==> config.mk <==
export PLATFORM = sky130hd
export DESIGN_NAME = mdu_seq_flat
export DESIGN_NICKNAME = d
export VERILOG_FILES = /design/src/rtl/mdu_seq_if.sv /design/src/rtl/mdu_seq.sv /design/src/flat_wrapper.sv
export SDC_FILE = /design/constraint.sdc
export NUM_CORES = 1
export LEC_CHECK = 0
export ABC_AREA = 1
export BUFFER_PORTS_ARGS = -buffer_cell sky130_fd_sc_hd__buf_2
export CORE_ASPECT_RATIO = 1.75
export CORE_MARGIN = 1
export CORE_UTILIZATION = 50
export CTS_CLUSTER_DIAMETER = 40
export DETAILED_ROUTE_END_ITERATION = 10
export PLACE_DENSITY = 0.73
export RECOVER_POWER = 25
export SLEW_MARGIN = 20
export SYNTH_ARGS = -nofsm -noshare
export SYNTH_HDL_FRONTEND = slang
export SYNTH_SLANG_ARGS = --single-unit
==> constraint.sdc <==
create_clock -name clk -period 2.6 [get_ports clk]
set_clock_uncertainty 0.05 [all_clocks]
set_input_delay 0.26 -clock clk [delete_from_list [all_inputs] [get_ports clk]]
set_output_delay 0.26 -clock clk [all_outputs]
set_load 0.03 [all_outputs]
==> src/rtl/mdu_seq_if.sv <==
// mdu_seq_if: request/read bus between the control unit and the multiply unit.
//   master (control unit): start, is_signed, a, b, rd_req, rd_sel
//   slave  (mdu_seq)     : rd_data, busy, stall, done
interface mdu_seq_if #(
  parameter int WIDTH = 32
);
  logic             start;
  logic             is_signed;
  logic [WIDTH-1:0] a;
  logic [WIDTH-1:0] b;
  logic             rd_req;
  logic             rd_sel;
  logic [WIDTH-1:0] rd_data;
  logic             busy;
  logic             stall;
  logic             done;

  modport master (
    output start, is_signed, a, b, rd_req, rd_sel,
    input  rd_data, busy, stall, done
  );

  modport slave (
    input  start, is_signed, a, b, rd_req, rd_sel,
    output rd_data, busy, stall, done
  );
endinterface

==> src/rtl/mdu_seq.sv <==
// mdu_seq: sequential radix-2 shift-add multiplier that owns HI/LO.
//   clk, rst_n   : clock, async active-low reset
//   bus (slave)  : start/is_signed/a/b  multiply request, operands taken on accept
//                  rd_req/rd_sel        MFHI/MFLO read, rd_data = rd_sel ? HI : LO
//                  busy                 state != IDLE
//                  stall                busy & (start | rd_req)
//                  done                 one-cycle pulse after HI/LO are written
// A multiply takes WIDTH RUN cycles on operand magnitudes plus one FIX cycle
// that applies the sign and commits {HI,LO} in one shot.
module mdu_seq #(
  parameter int WIDTH = 32,
  parameter int CNT_W = 6   // 2**CNT_W must exceed WIDTH
) (
  input logic        clk,
  input logic        rst_n,
  mdu_seq_if.slave   bus
);

  typedef enum logic [1:0] {IDLE, RUN, FIX} state_t;

  state_t               state, state_nxt;
  logic [WIDTH-1:0]     hi, lo;
  logic [2*WIDTH-1:0]   prod;
  logic [WIDTH-1:0]     mcand, mplier;
  logic [CNT_W-1:0]     cnt;
  logic                 neg;
  logic                 done_q;

  logic [WIDTH-1:0]     a_mag, b_mag;
  logic [WIDTH:0]       sum;
  logic                 last_iter;

  // Magnitudes: negating the most negative value wraps back to itself, which
  // read as unsigned is exactly its magnitude.
  assign a_mag = (bus.is_signed && bus.a[WIDTH-1]) ? -bus.a : bus.a;
  assign b_mag = (bus.is_signed && bus.b[WIDTH-1]) ? -bus.b : bus.b;

  // Upper half plus conditional multiplicand; the carry becomes the new MSB
  // when the product shifts right.
  assign sum       = {1'b0, prod[2*WIDTH-1:WIDTH]} + {1'b0, (mplier[0] ? mcand : '0)};
  assign last_iter = (cnt == CNT_W'(WIDTH-1));

  always_ff @(posedge clk or negedge rst_n) begin
    if (!rst_n) state <= IDLE;
    else        state <= state_nxt;
  end

  always_comb begin
    state_nxt = state;
    case (state)
      IDLE:    if (bus.start) state_nxt = RUN;
      RUN:     if (last_iter) state_nxt = FIX;
      FIX:     state_nxt = IDLE;
      default: state_nxt = IDLE;
    endcase
  end

  always_ff @(posedge clk or negedge rst_n) begin
    if (!rst_n) begin
      hi     <= '0;
      lo     <= '0;
      prod   <= '0;
      mcand  <= '0;
      mplier <= '0;
      cnt    <= '0;
      neg    <= 1'b0;
      done_q <= 1'b0;
    end else begin
      done_q <= (state == FIX);
      case (state)
        IDLE: if (bus.start) begin
          mcand  <= a_mag;
          mplier <= b_mag;
          neg    <= bus.is_signed & (bus.a[WIDTH-1] ^ bus.b[WIDTH-1]);
          prod   <= '0;
          cnt    <= '0;
        end
        RUN: begin
          prod   <= {sum, prod[WIDTH-1:1]};
          mplier <= mplier >> 1;
          cnt    <= cnt + CNT_W'(1);
        end
        FIX: {hi, lo} <= neg ? -prod : prod;
        default: ;
      endcase
    end
  end

  assign bus.busy    = (state != IDLE);
  assign bus.stall   = bus.busy & (bus.start | bus.rd_req);
  assign bus.done    = done_q;
  assign bus.rd_data = bus.rd_sel ? hi : lo;

endmodule

==> src/flat_wrapper.sv <==
// flat-port wrapper written by rule: the top's interface ports become plain ports
module mdu_seq_flat 
#(
  parameter int WIDTH = 32,
  parameter int CNT_W = 6                                
)
  (clk, rst_n, bus_start, bus_is_signed, bus_a, bus_b, bus_rd_req, bus_rd_sel, bus_rd_data, bus_busy, bus_stall, bus_done);
  mdu_seq_if #(.WIDTH(WIDTH)) bus_i ();
  input logic clk;
  input logic rst_n;
  input wire logic [$bits(bus_i.start)-1:0] bus_start;
  input wire logic [$bits(bus_i.is_signed)-1:0] bus_is_signed;
  input wire logic [$bits(bus_i.a)-1:0] bus_a;
  input wire logic [$bits(bus_i.b)-1:0] bus_b;
  input wire logic [$bits(bus_i.rd_req)-1:0] bus_rd_req;
  input wire logic [$bits(bus_i.rd_sel)-1:0] bus_rd_sel;
  output wire logic [$bits(bus_i.rd_data)-1:0] bus_rd_data;
  output wire logic [$bits(bus_i.busy)-1:0] bus_busy;
  output wire logic [$bits(bus_i.stall)-1:0] bus_stall;
  output wire logic [$bits(bus_i.done)-1:0] bus_done;
  assign bus_i.start = bus_start;
  assign bus_i.is_signed = bus_is_signed;
  assign bus_i.a = bus_a;
  assign bus_i.b = bus_b;
  assign bus_i.rd_req = bus_rd_req;
  assign bus_i.rd_sel = bus_rd_sel;
  assign bus_rd_data = bus_i.rd_data;
  assign bus_busy = bus_i.busy;
  assign bus_stall = bus_i.stall;
  assign bus_done = bus_i.done;
  mdu_seq #(.WIDTH(WIDTH), .CNT_W(CNT_W)) u_core (.clk(clk), .rst_n(rst_n), .bus(bus_i));
endmodule
==> results.yml, run 1 <==
worst_setup_path:
  start_kind: "register"
  crit_type: "reg2reg"
  end_kind: "register"
  r2r_end: "u_core.prod[46]"
  critPathArrivalTime_ns: 2.84
  cp.required_ns: 2.97
  path_max_fanout: 29
  startpoint: "u_core.mplier[0]"
  rrSetupSlack_ns: 0.14
  regToRegStartpoint: "u_core.mplier[0]"
  r2r.worst_path.cells: 12
run_status:
  violations: "capacitance limit, slew limit"
  run_status: "finished with violations"
timing:
  clock.fmax_mhz: 406
  relSlewSlack_pct: -0.450
  hold_violations: 0
  rsz0062_at_grt: "yes"
  hold_ws_ns: 0.0153
  min_period_ns: 2.46
  worst_slew_pin_slew_ns: 1.51
  final-setup-viol-count: 0
  slew_viol_final: 56
  post-route-period-util_pct: 94.8
  setup_tns_ns: 0
grt:
  grt_pass1_vias: 14300
  grt_overflow: 0
  grt_pass1_wl_um: 73500
  antenna_found_initial: 0
  grt_usage_pct: 32.8
  grt_max_degree: 67
route:
  via_per_inst: 5.37
  num_vias: 14600
  routed.top_layer: "met4"
  dr_wl_met2_um: 23900
  wl_per_cell_um: 17.2
  met3_wirelength_um: 2140
  wl_met1_um: 16900
  drtIter0Drc: 883
  dr.pass1.iters: 8
  routed_wl_um: 46500
  route.detailed.drc: 0
  postRouteAntennaNets: 0
clocking:
  numCtsBuffers: 26
  ctsHtreeMaxLevel: 1
  clock-root-buffer: "clkbuf_16"
  cts_tree: "done"
  cts.path.max_buffers: 3
  cts_num_sinks: 202
  worstSkewPairLatency_ns: 0.57
  clk_pin_slew_ns: 0.06
logic_synthesis:
  ys_warn_count: 0
  synthFlopType: "dfrtp_1"
  synth_seq_cells: 202
  yosys-top-cells-area: "dfrtp_1 35%, nand2_1 19%, inv_1 7.6%"
  synthArstFlopShare_pct: 100
  syn_area_um2: 14300
  synth_edf_count: 0
  synthCells: 2176
  syn_avg_cell_area_um2: 6.58
  synth_top_area_share_pct: 35.3
  yosysSeqAreaShare_pct: 35.3
  synth_nets: 2283
  netlist-cell-type-count: 45
  synth_area_leader_cell: "dfrtp_1"
finish:
  finalNetCount: 2424
  area_delta_synth_final_pct: 16.8
  antenna_cells: 0
  n_fill_cell: 2762
  multi_input_comb_area_um2: 7900
  regArea_um2: 5060
  drive_gt1_share_pct: 10.5
die:
  dieArea_um2: 29300
  die_x_um: 130
  start_util_pct: 51.0
  core_area_um2: 28100
  rows: 81
  io_pins: 105
  die_h_um: 226
worst_hold_path:
  holdCritStartpoint: "bus_a[17]"
  whs_path_depth: 3
  whs_endpoint: "u_core.mcand[17]"
  worstHoldPathType: "in2reg"
placement:
  portBuffers: 104
  dp_hpwl_um: 35500
  place_congestion: 1.00
pwr:
  peakVddDrop_uv: 648
  power_switching_mw: 9.96
  leakagePower_nw: 8.75
  p_int_mw: 10.2
  comb_power_share_pct: 53.2
  switching_share_pct: 49.4
  p_clk_share_pct: 18.8
  power.total_mw: 20.2
  seq_power_share_pct: 28.1
  power_per_cell_area_nw_per_um2: 1210
job:
  max_cap_viol_count: 1
==> final cells by class <==
type | instances | area share, %
multi-input combinational | 1613 | 47.2
sequential | 202 | 30.3
timing repair buffer | 181 | 7.66
inverter | 293 | 6.58
clock buffer | 31 | 4.00
tap | 373 | 2.79
clock inverter | 17 | 1.47
==> routing by layer <==
metal,GRT usage [%],up-vias
met5,0,-
met4,22.3,0
met3,4.41,167
met2,60.4,457
met1,33.6,6698
li1,-,7237
==> Yosys cell counts (4+ instances only) <==
cell type	number
nand3_1	147
and2_1	5
ha_1	36
xnor2_1	7
nor2_1	242
nand3_2	6
nor2_4	7
buf_2	15
nand3b_1	11
a21oi_1	69
xor2_1	45
clkbuf_1	37
inv_1	290
a22oi_1	29
dfrtp_1	202
nor3_1	13
nor2_2	4
o22ai_1	40
mux2_2	17
o21ai_0	134
o211ai_1	4
o21ai_1	16
o31ai_1	4
nand2_2	6
nand2_1	710
or2_2	4
buf_1	14
a31oi_1	4
nand4_1	33
o21ai_2	4
==> timing repair <==
| item | in CTS | in global routing |
|---|---|---|
| endpoints found under the setup margin | 0 | 14 |
| setup buffers | 0 | 1 |
| hold buffers | 43 | 0 |
| hold endpoints to repair | 97 | 0 |
| gates resized for setup | 0 | 4 |
==> state kept, by name, summed over array words and instances, names as in the netlist <==
register	count
u_core.bus.done	1
u_core.cnt	6
u_core.hi	32
u_core.lo	32
u_core.mcand	32
u_core.mplier	32
u_core.neg	1
u_core.prod	64
u_core.state	2
==> layout by cell type (no fill, tap or decap), types with 4 or more instances in the layout <==
cell type and n:
a31oi_1 4, nand3_1 147, nand2_1 708, xnor2_1 7, buf_4 26, buf_12 6
dlygate4sd3_1 43, o21ai_0 134, or2_2 4, buf_2 103, o21ai_2 4, xor2_1 45
nor2_2 5, and2_1 5, clkbuf_1 5, nor2_4 9, nand4_1 33, a22oi_1 29
o22ai_1 40, nand2_2 8, nor2_1 239, o31ai_1 4, a21oi_1 69, clkinvlp_4 4
o21ai_1 16, nand3b_1 11, nor3_1 13, dfrtp_1 200, clkbuf_16 26, o211ai_1 4
ha_1 36, inv_1 288, nand3_2 6, mux2_2 17
==> through the flow <==
step / cells / worst slack (ns) / instance area [um^2] / utilization [%]
after global placement: 2618 / 0.0103 / 15400 / 54.8
final: 2710 / 0.136 / 16700 / 59.6
after floorplan: 2176 / 0.186 / 14300 / -
after detailed placement: 2618 / 0.0312 / 15400 / 54.8
after global routing: 2710 / -0.0411 / 16700 / 59.6
after CTS: 2709 / 0.00440 / 16700 / 59.6
==> cell families (layout without fill, tap and decap cells) <==
family | Yosys count | in the layout | synth area share, %
and+or+nand+nor | 1196 | 1196 | 35.0
buffers and inverters | 361 | 522 | 9.65
AOI/OAI and AO/OA | 311 | 311 | 12.2
DFF | 202 | 202 | 35.3
xor gates and xnor gates | 52 | 52 | 3.18
adders and majority gates | 37 | 37 | 3.29
muxes | 17 | 17 | 1.34
==> power groups by stage <==
stage	clock network (mW)	logic [mW]	registers [mW]
after floorplan	0	7.59	5.21
after global placement	0	10.3	5.62
after detailed placement	0	10.4	5.65
after CTS	3.82	10.6	5.61
after global routing	3.96	12.0	5.79
final	3.78	10.7	5.65
==> worst max-delay path: stages (launching register included) <==
cell and delay (ns):
dfrtp_2 0.44, buf_12 0.17, nand2_1 0.07, inv_1 0.04, ha_1 0.36, nand2_1 0.13, nor2_2 0.27, and3_1 0.20
nand2_1 0.06, nand2_1 0.18, a21oi_1 0.09, o21ai_0 0.13, o21ai_0 0.12
==> worst max path at each step <==
stage	to	slack (ns)	depth (start not counted)
floorplan	u_core.prod[63]	0.19	18
global placement	u_core.prod[54]	0.01	14
detailed placement	u_core.prod[62]	0.03	14
CTS	u_core.prod[62]	0.004	14
global route	u_core.prod[46]	-0.04	12
finish	u_core.prod[46]	0.14	12
Note: power is estimated with default switching activity, not from simulation.
==> run 2, diff against run 1 <==
--- a/config.mk
+++ b/config.mk
@@ -5,14 +5,14 @@
 export SDC_FILE = /design/constraint.sdc
 export NUM_CORES = 1
 export LEC_CHECK = 0
-export ABC_AREA = 1
+export ABC_AREA = 0
 export BUFFER_PORTS_ARGS = -buffer_cell sky130_fd_sc_hd__buf_2
 export CORE_ASPECT_RATIO = 1.75
 export CORE_MARGIN = 1
 export CORE_UTILIZATION = 50
 export CTS_CLUSTER_DIAMETER = 40
 export DETAILED_ROUTE_END_ITERATION = 10
-export PLACE_DENSITY = 0.73
+export PLACE_DENSITY = 0.74
 export RECOVER_POWER = 25
 export SLEW_MARGIN = 20
 export SYNTH_ARGS = -nofsm -noshare
==> results.yml, run 2 <==
grt:
  grt_overflow: 0
  grt_max_degree: 63
  grt_pass1_wl_um: 56500
  grt_pass1_vias: 11600
  antenna_found_initial: 0
  grt_usage_pct: 27.9
logic_synthesis:
  synth_compound_area_share_pct: 21.6
  syn_area_um2: 12300
  yosysSeqAreaShare_pct: 41.0
  synthArstFlopShare_pct: 100
  yosys-top-cells-area: "dfrtp_1 41%, o21ai_0 8.5%, xor2_1 7.2%"
  synthCells: 1386
  synth_edf_count: 0
  synth-simple-area-share_pct: 16.9
  syn_avg_cell_area_um2: 8.90
  synth_top_area_share_pct: 41.0
  synth_area_leader_cell: "dfrtp_1"
  synth_common_cells: "210 x o21ai_0, 202 x dfrtp_1, 194 x nand2_1"
  synth_seq_cells: 202
  yosysMostFrequentCell: "o21ai_0"
  netlist-cell-type-count: 65
  synth_top_family_by_area: "compound AO/OA/AOI/OAI gates"
  muxShareOfSynthArea_pct: 3.17
  synth_xor_xnor_area_share_pct: 10.5
  synth_nets: 1493
  synthFlopType: "dfrtp_1"
  yosys.area_share.adder_pct: 3.81
  ys_warn_count: 0
worst_setup_path:
  start_kind: "register"
  end_kind: "register"
  r2r_end: "u_core.hi[26]"
  r2r.worst_path.cells: 9
  critPathSlowestCell: "or4_4"
  critPathArrivalTime_ns: 3.18
  path_max_fanout: 8
  regToRegStartpoint: "u_core.prod[18]"
  crit_chain: "or4_4 > or4_4 > buf_6 > nor3_4 > nand3_1 > buf_6 > o31ai_4 > xor2_1 > o21ai_1"
  rrSetupSlack_ns: -0.23
  cp.required_ns: 2.96
  slowest_delay_ns: 0.54
  crit_type: "reg2reg"
timing:
  setup_ws_ns: -0.229
  relSlewSlack_pct: 6.69
  hold_violations: 0
  clock.fmax_mhz: 353
  final-setup-viol-count: 26
  worst_slew_pin_slew_ns: 1.40
  post-route-period-util_pct: 109
  rsz0062_at_grt: "yes"
  min_period_ns: 2.83
  slew_viol_final: 0
pwr:
  leakagePower_nw: 7.27
  peakVddDrop_uv: 629
  power_per_cell_area_nw_per_um2: 913
  power.total_mw: 15.2
route:
  num_vias: 11800
  route.detailed.drc: 0
  via_per_inst: 5.90
  dr.pass1.iters: 5
  drtIter0Drc: 715
  routed_wl_um: 36800
  postRouteAntennaNets: 0
  wl_per_cell_um: 18.5
finish:
  antenna_cells: 0
  largest_reg_flops: 64
  mostFrequentLayoutCells: "200 x dfrtp_1, 196 x buf_4, 182 x nand2_1"
  finalNetCount: 1777
  area_delta_synth_final_pct: 34.7
  final_cells: 1993
  drive_gt1_share_pct: 32.9
  postLayoutCoreUtil_pct: 68.9
  layout_commonest_cell: "dfrtp_1"
  stdcell_area_um2: 16600
  n_fill_cell: 1749
  regMostFlops: "u_core.prod"
clocking:
  numCtsBuffers: 24
  clock-root-buffer: "clkbuf_16"
  ctsHtreeMaxLevel: 1
  cts_num_sinks: 202
  cts.path.max_buffers: 3
  cts_tree: "done"
  worstSkewPairLatency_ns: 0.54
  clk_pin_slew_ns: 0.06
die:
  start_util_pct: 51.2
  die_x_um: 121
  io_pins: 105
  die_h_um: 210
  rows: 75
  core_area_um2: 24100
  dieArea_um2: 25300
placement:
  dp_hpwl_um: 25500
  portBuffers: 104
  place_inst: 1917
  dpl_worst_slack_ns: -0.254
  place_congestion: 0.911
  postPlaceCellArea_um2: 14600
worst_hold_path:
  holdCritStartpoint: "bus_a[4]"
  whs_endpoint: "u_core.mcand[4]"
  whs_path_depth: 3
  worstHoldPathType: "in2reg"
run_status:
  violations: "setup timing"
  run_status: "finished with violations"
job:
  max_cap_viol_count: 0
==> run 2: cell types whose count changed after synthesis, sizes merged, moves of 29 or more <==
| cell | previous run | this run |
|---|---|---|
| a22o | 2 | 31 |
| and2 | 5 | 39 |
| clkbuf | 37 | 73 |
| inv | 292 | 21 |
| nand2 | 718 | 194 |
| nand3 | 154 | 20 |
| nor2 | 254 | 56 |
| o21ai | 155 | 213 |
| o22ai | 40 | 2 |
| xnor2 | 7 | 47 |
| xor2 | 45 | 101 |
==> run 2: critical path, delay by kind of cell (launching register included) <==
family / cells / cell delay, ns
AND/OR/NAND/NOR: 4 / 1.36
XOR/XNOR: 1 / 0.26
AO/OA/AOI/OAI: 2 / 0.32
buffers and inverters: 2 / 0.33
flip-flops: 1 / 0.38
==> run 2: per-layer routing <==
layer  share of wire, %  vias to the layer above  track usage [%]
li1                   -                     5533                -
met1                 36                     5717             30.1
met2                 54                      388             52.0
met3                4.0                      130             2.83
met4                5.6                        0             16.3
met5                  0                        -                0
==> run 2: kinds of logic (layout without fill, tap and decap cells) <==
| family | Yosys count | in the layout |
|---|---|---|
| adder cells (fa/ha/maj) | 37 | 37 |
| buffers and inverters | 99 | 398 |
| AO/OA/AOI/OAI | 436 | 436 |
| AND/OR/NAND/NOR | 429 | 429 |
| multiplexers | 35 | 35 |
| XOR/XNOR | 148 | 148 |
| flip-flops | 202 | 202 |
==> run 2: power by group <==
group | internal, mW | switching [mW] | total (mW)
Combinational | 3.56 | 3.98 | 7.53
Sequential | 3.81 | 0.583 | 4.39
Clock | 1.81 | 1.43 | 3.24
==> run 2: worst max-delay path by stage <==
stage                    startpoint               end  cells after the start  slack, ns
floorplan            u_core.prod[1]     u_core.hi[22]                      9      -0.03
global placement          bus_a[16]  u_core.mcand[30]                      8      -0.18
detailed placement   u_core.prod[0]     u_core.hi[12]                     10      -0.25
CTS                 u_core.prod[18]     u_core.hi[28]                      9      -0.09
global route        u_core.prod[18]     u_core.hi[26]                      9      -0.31
finish              u_core.prod[18]     u_core.hi[26]                      9      -0.23
==> run 2: layout make-up <==
cell class | count | area (um^2) | share of cell area (%)
multi-input cells | 1085 | 7950 | 47.8
flip-flops and latches | 202 | 5060 | 30.4
repair buffers | 336 | 2410 | 14.5
clock buffers | 28 | 647 | 3.89
well taps | 308 | 385 | 2.32
clock inverters | 13 | 103 | 0.617
inverters | 21 | 78.8 | 0.474
==> run 2: repair_timing <==
item	in CTS	in global routing
endpoints found under the setup margin	48	60
hold buffers	17	0
hold endpoints to repair	66	0
setup buffers	3	15
pin swaps	23	53
resized for setup	91	139
==> run 2: stage by stage <==
stage | hold WS (ns) | TNS (ns)
after floorplan | -0.0856 | -0.0839
after global placement | 0.205 | -4.02
after detailed placement | 0.204 | -6.65
after CTS | 0.00265 | -0.837
final | 0.00868 | -2.37
after global routing | 0.0225 | -6.91
==> run 3, diff against run 2 <==
--- a/config.mk
+++ b/config.mk
@@ -7,13 +7,13 @@
 export LEC_CHECK = 0
 export ABC_AREA = 0
 export BUFFER_PORTS_ARGS = -buffer_cell sky130_fd_sc_hd__buf_2
-export CORE_ASPECT_RATIO = 1.75
 export CORE_MARGIN = 1
 export CORE_UTILIZATION = 50
 export CTS_CLUSTER_DIAMETER = 40
 export DETAILED_ROUTE_END_ITERATION = 10
 export PLACE_DENSITY = 0.74
 export RECOVER_POWER = 25
+export REMOVE_ABC_BUFFERS = 1
 export SLEW_MARGIN = 20
 export SYNTH_ARGS = -nofsm -noshare
 export SYNTH_HDL_FRONTEND = slang
==> results.yml, run 3 (synthesis results as in run 2) <==
worst_setup_path:
  cp.required_ns: 2.94
  path_max_fanout: 4
  end_kind: "register"
  rrSetupSlack_ns: -0.19
  critPathArrivalTime_ns: 3.13
  crit_type: "reg2reg"
  start_kind: "register"
route:
  met3_wirelength_um: 2170
  route.detailed.drc: 0
  wl_per_cell_um: 18.4
  dr_wl_met2_um: 18800
  dr.pass1.iters: 6
  wl_met1_um: 15700
  via_per_inst: 5.88
  postRouteAntennaNets: 0
  routed.top_layer: "met4"
  drtIter0Drc: 901
  routed_wl_um: 37800
  num_vias: 12100
placement:
  dpl_worst_slack_ns: -0.356
  place_congestion: 0.930
  place_inst: 1946
  portBuffers: 104
  dp_hpwl_um: 24000
  postPlaceCellArea_um2: 14600
finish:
  postLayoutCoreUtil_pct: 71.5
  antenna_cells: 0
  largest_reg_flops: 64
  finalNetCount: 1815
  stdcell_area_um2: 17300
  regMostFlops: "u_core.prod"
  final_cells: 2051
  mostFrequentLayoutCells: "229 x buf_4, 198 x dfrtp_1, 181 x nand2_1"
  layout_commonest_cell: "buf_4"
  n_fill_cell: 1694
  area_delta_synth_final_pct: 40.5
  drive_gt1_share_pct: 35.8
timing:
  final-setup-viol-count: 34
  clock.fmax_mhz: 359
  hold_violations: 0
  rsz0062_at_grt: "yes"
  relSlewSlack_pct: -24.1
  setup_tns_ns: -2.43
  hold_ws_ns: 0.00750
  setup_ws_ns: -0.188
  worst_slew_pin_slew_ns: 1.86
  slew_viol_final: 72
  min_period_ns: 2.79
  post-route-period-util_pct: 107
grt:
  grt_overflow: 0
  antenna_found_initial: 0
  grt_max_degree: 75
  grt_pass1_wl_um: 56000
  grt_pass1_vias: 11300
  grt_usage_pct: 26.6
clocking:
  numCtsBuffers: 28
  clk_pin_slew_ns: 0.06
  cts.path.max_buffers: 3
  worstSkewPairLatency_ns: 0.53
  ctsHtreeMaxLevel: 1
  clock-root-buffer: "clkbuf_16"
  cts_num_sinks: 202
  cts_tree: "done"
job:
  max_cap_viol_count: 1
die:
  die_x_um: 159
  dieArea_um2: 25300
  io_pins: 105
  die_h_um: 159
  start_util_pct: 50.9
  rows: 57
  core_area_um2: 24200
pwr:
  power_per_cell_area_nw_per_um2: 963
  leakagePower_nw: 7.58
  peakVddDrop_uv: 617
  power.total_mw: 16.7
worst_hold_path:
  worstHoldPathType: "in2reg"
run_status:
  run_status: "finished with violations"
  violations: "capacitance limit, slew limit, setup timing"
run 3: layer usage:
layer / vias to the layer above / GRT usage [%]
met2: 462 / 45.0
met4: 0 / 6.69
met1: 5876 / 36.9
li1: 5625 / -
met5: - / 0
met3: 96 / 2.53
run 3: area by class of cell:
class,count,area (um^2),area share (%)
multi-input cells,1085,8100,46.7
flip-flops and latches,202,5060,29.2
repair buffers,370,2690,15.5
clock buffers,32,747,4.31
well taps,324,405,2.34
clock inverters,17,251,1.45
inverters,21,78.8,0.455
run 3: repair_timing:
item,CTS,global route
buffers inserted,17,24
cloned,0,1
hold buffers,17,0
setup endpoints to repair,46,63
gates resized for setup,125,151
hold endpoints to repair,86,0
pin swaps,38,87
run 3: worst paths after layout:
check | start | endpoint | cells after the start
min reg2reg | u_core.mcand[29] | u_core.mcand[29] | 2
min in group asynchronous | rst_n | u_core.lo[0] | 2
max reg2reg | u_core.prod[15] | u_core.hi[27] | 8
max | u_core.prod[15] | u_core.hi[27] | 8
min | bus_a[11] | u_core.mcand[11] | 3
max in group asynchronous | rst_n | u_core.prod[39] | 3
run 3: critical path, cell delays in order, from the launching register on:
cell     delay [ns]
dfrtp_1        0.37
or4_4          0.54
or4_4          0.55
nor3_4         0.16
buf_6          0.14
nand4_1        0.13
o31ai_2        0.35
xor2_1         0.26
o21ai_1        0.10
run 3: where the power goes:
part           leakage, nW  internal (mW)  switching, mW
combinational         4.59           3.94           4.23
sequential            2.51           3.82          0.651
clock                0.487           2.58           1.47
total                 7.58           10.3           6.36
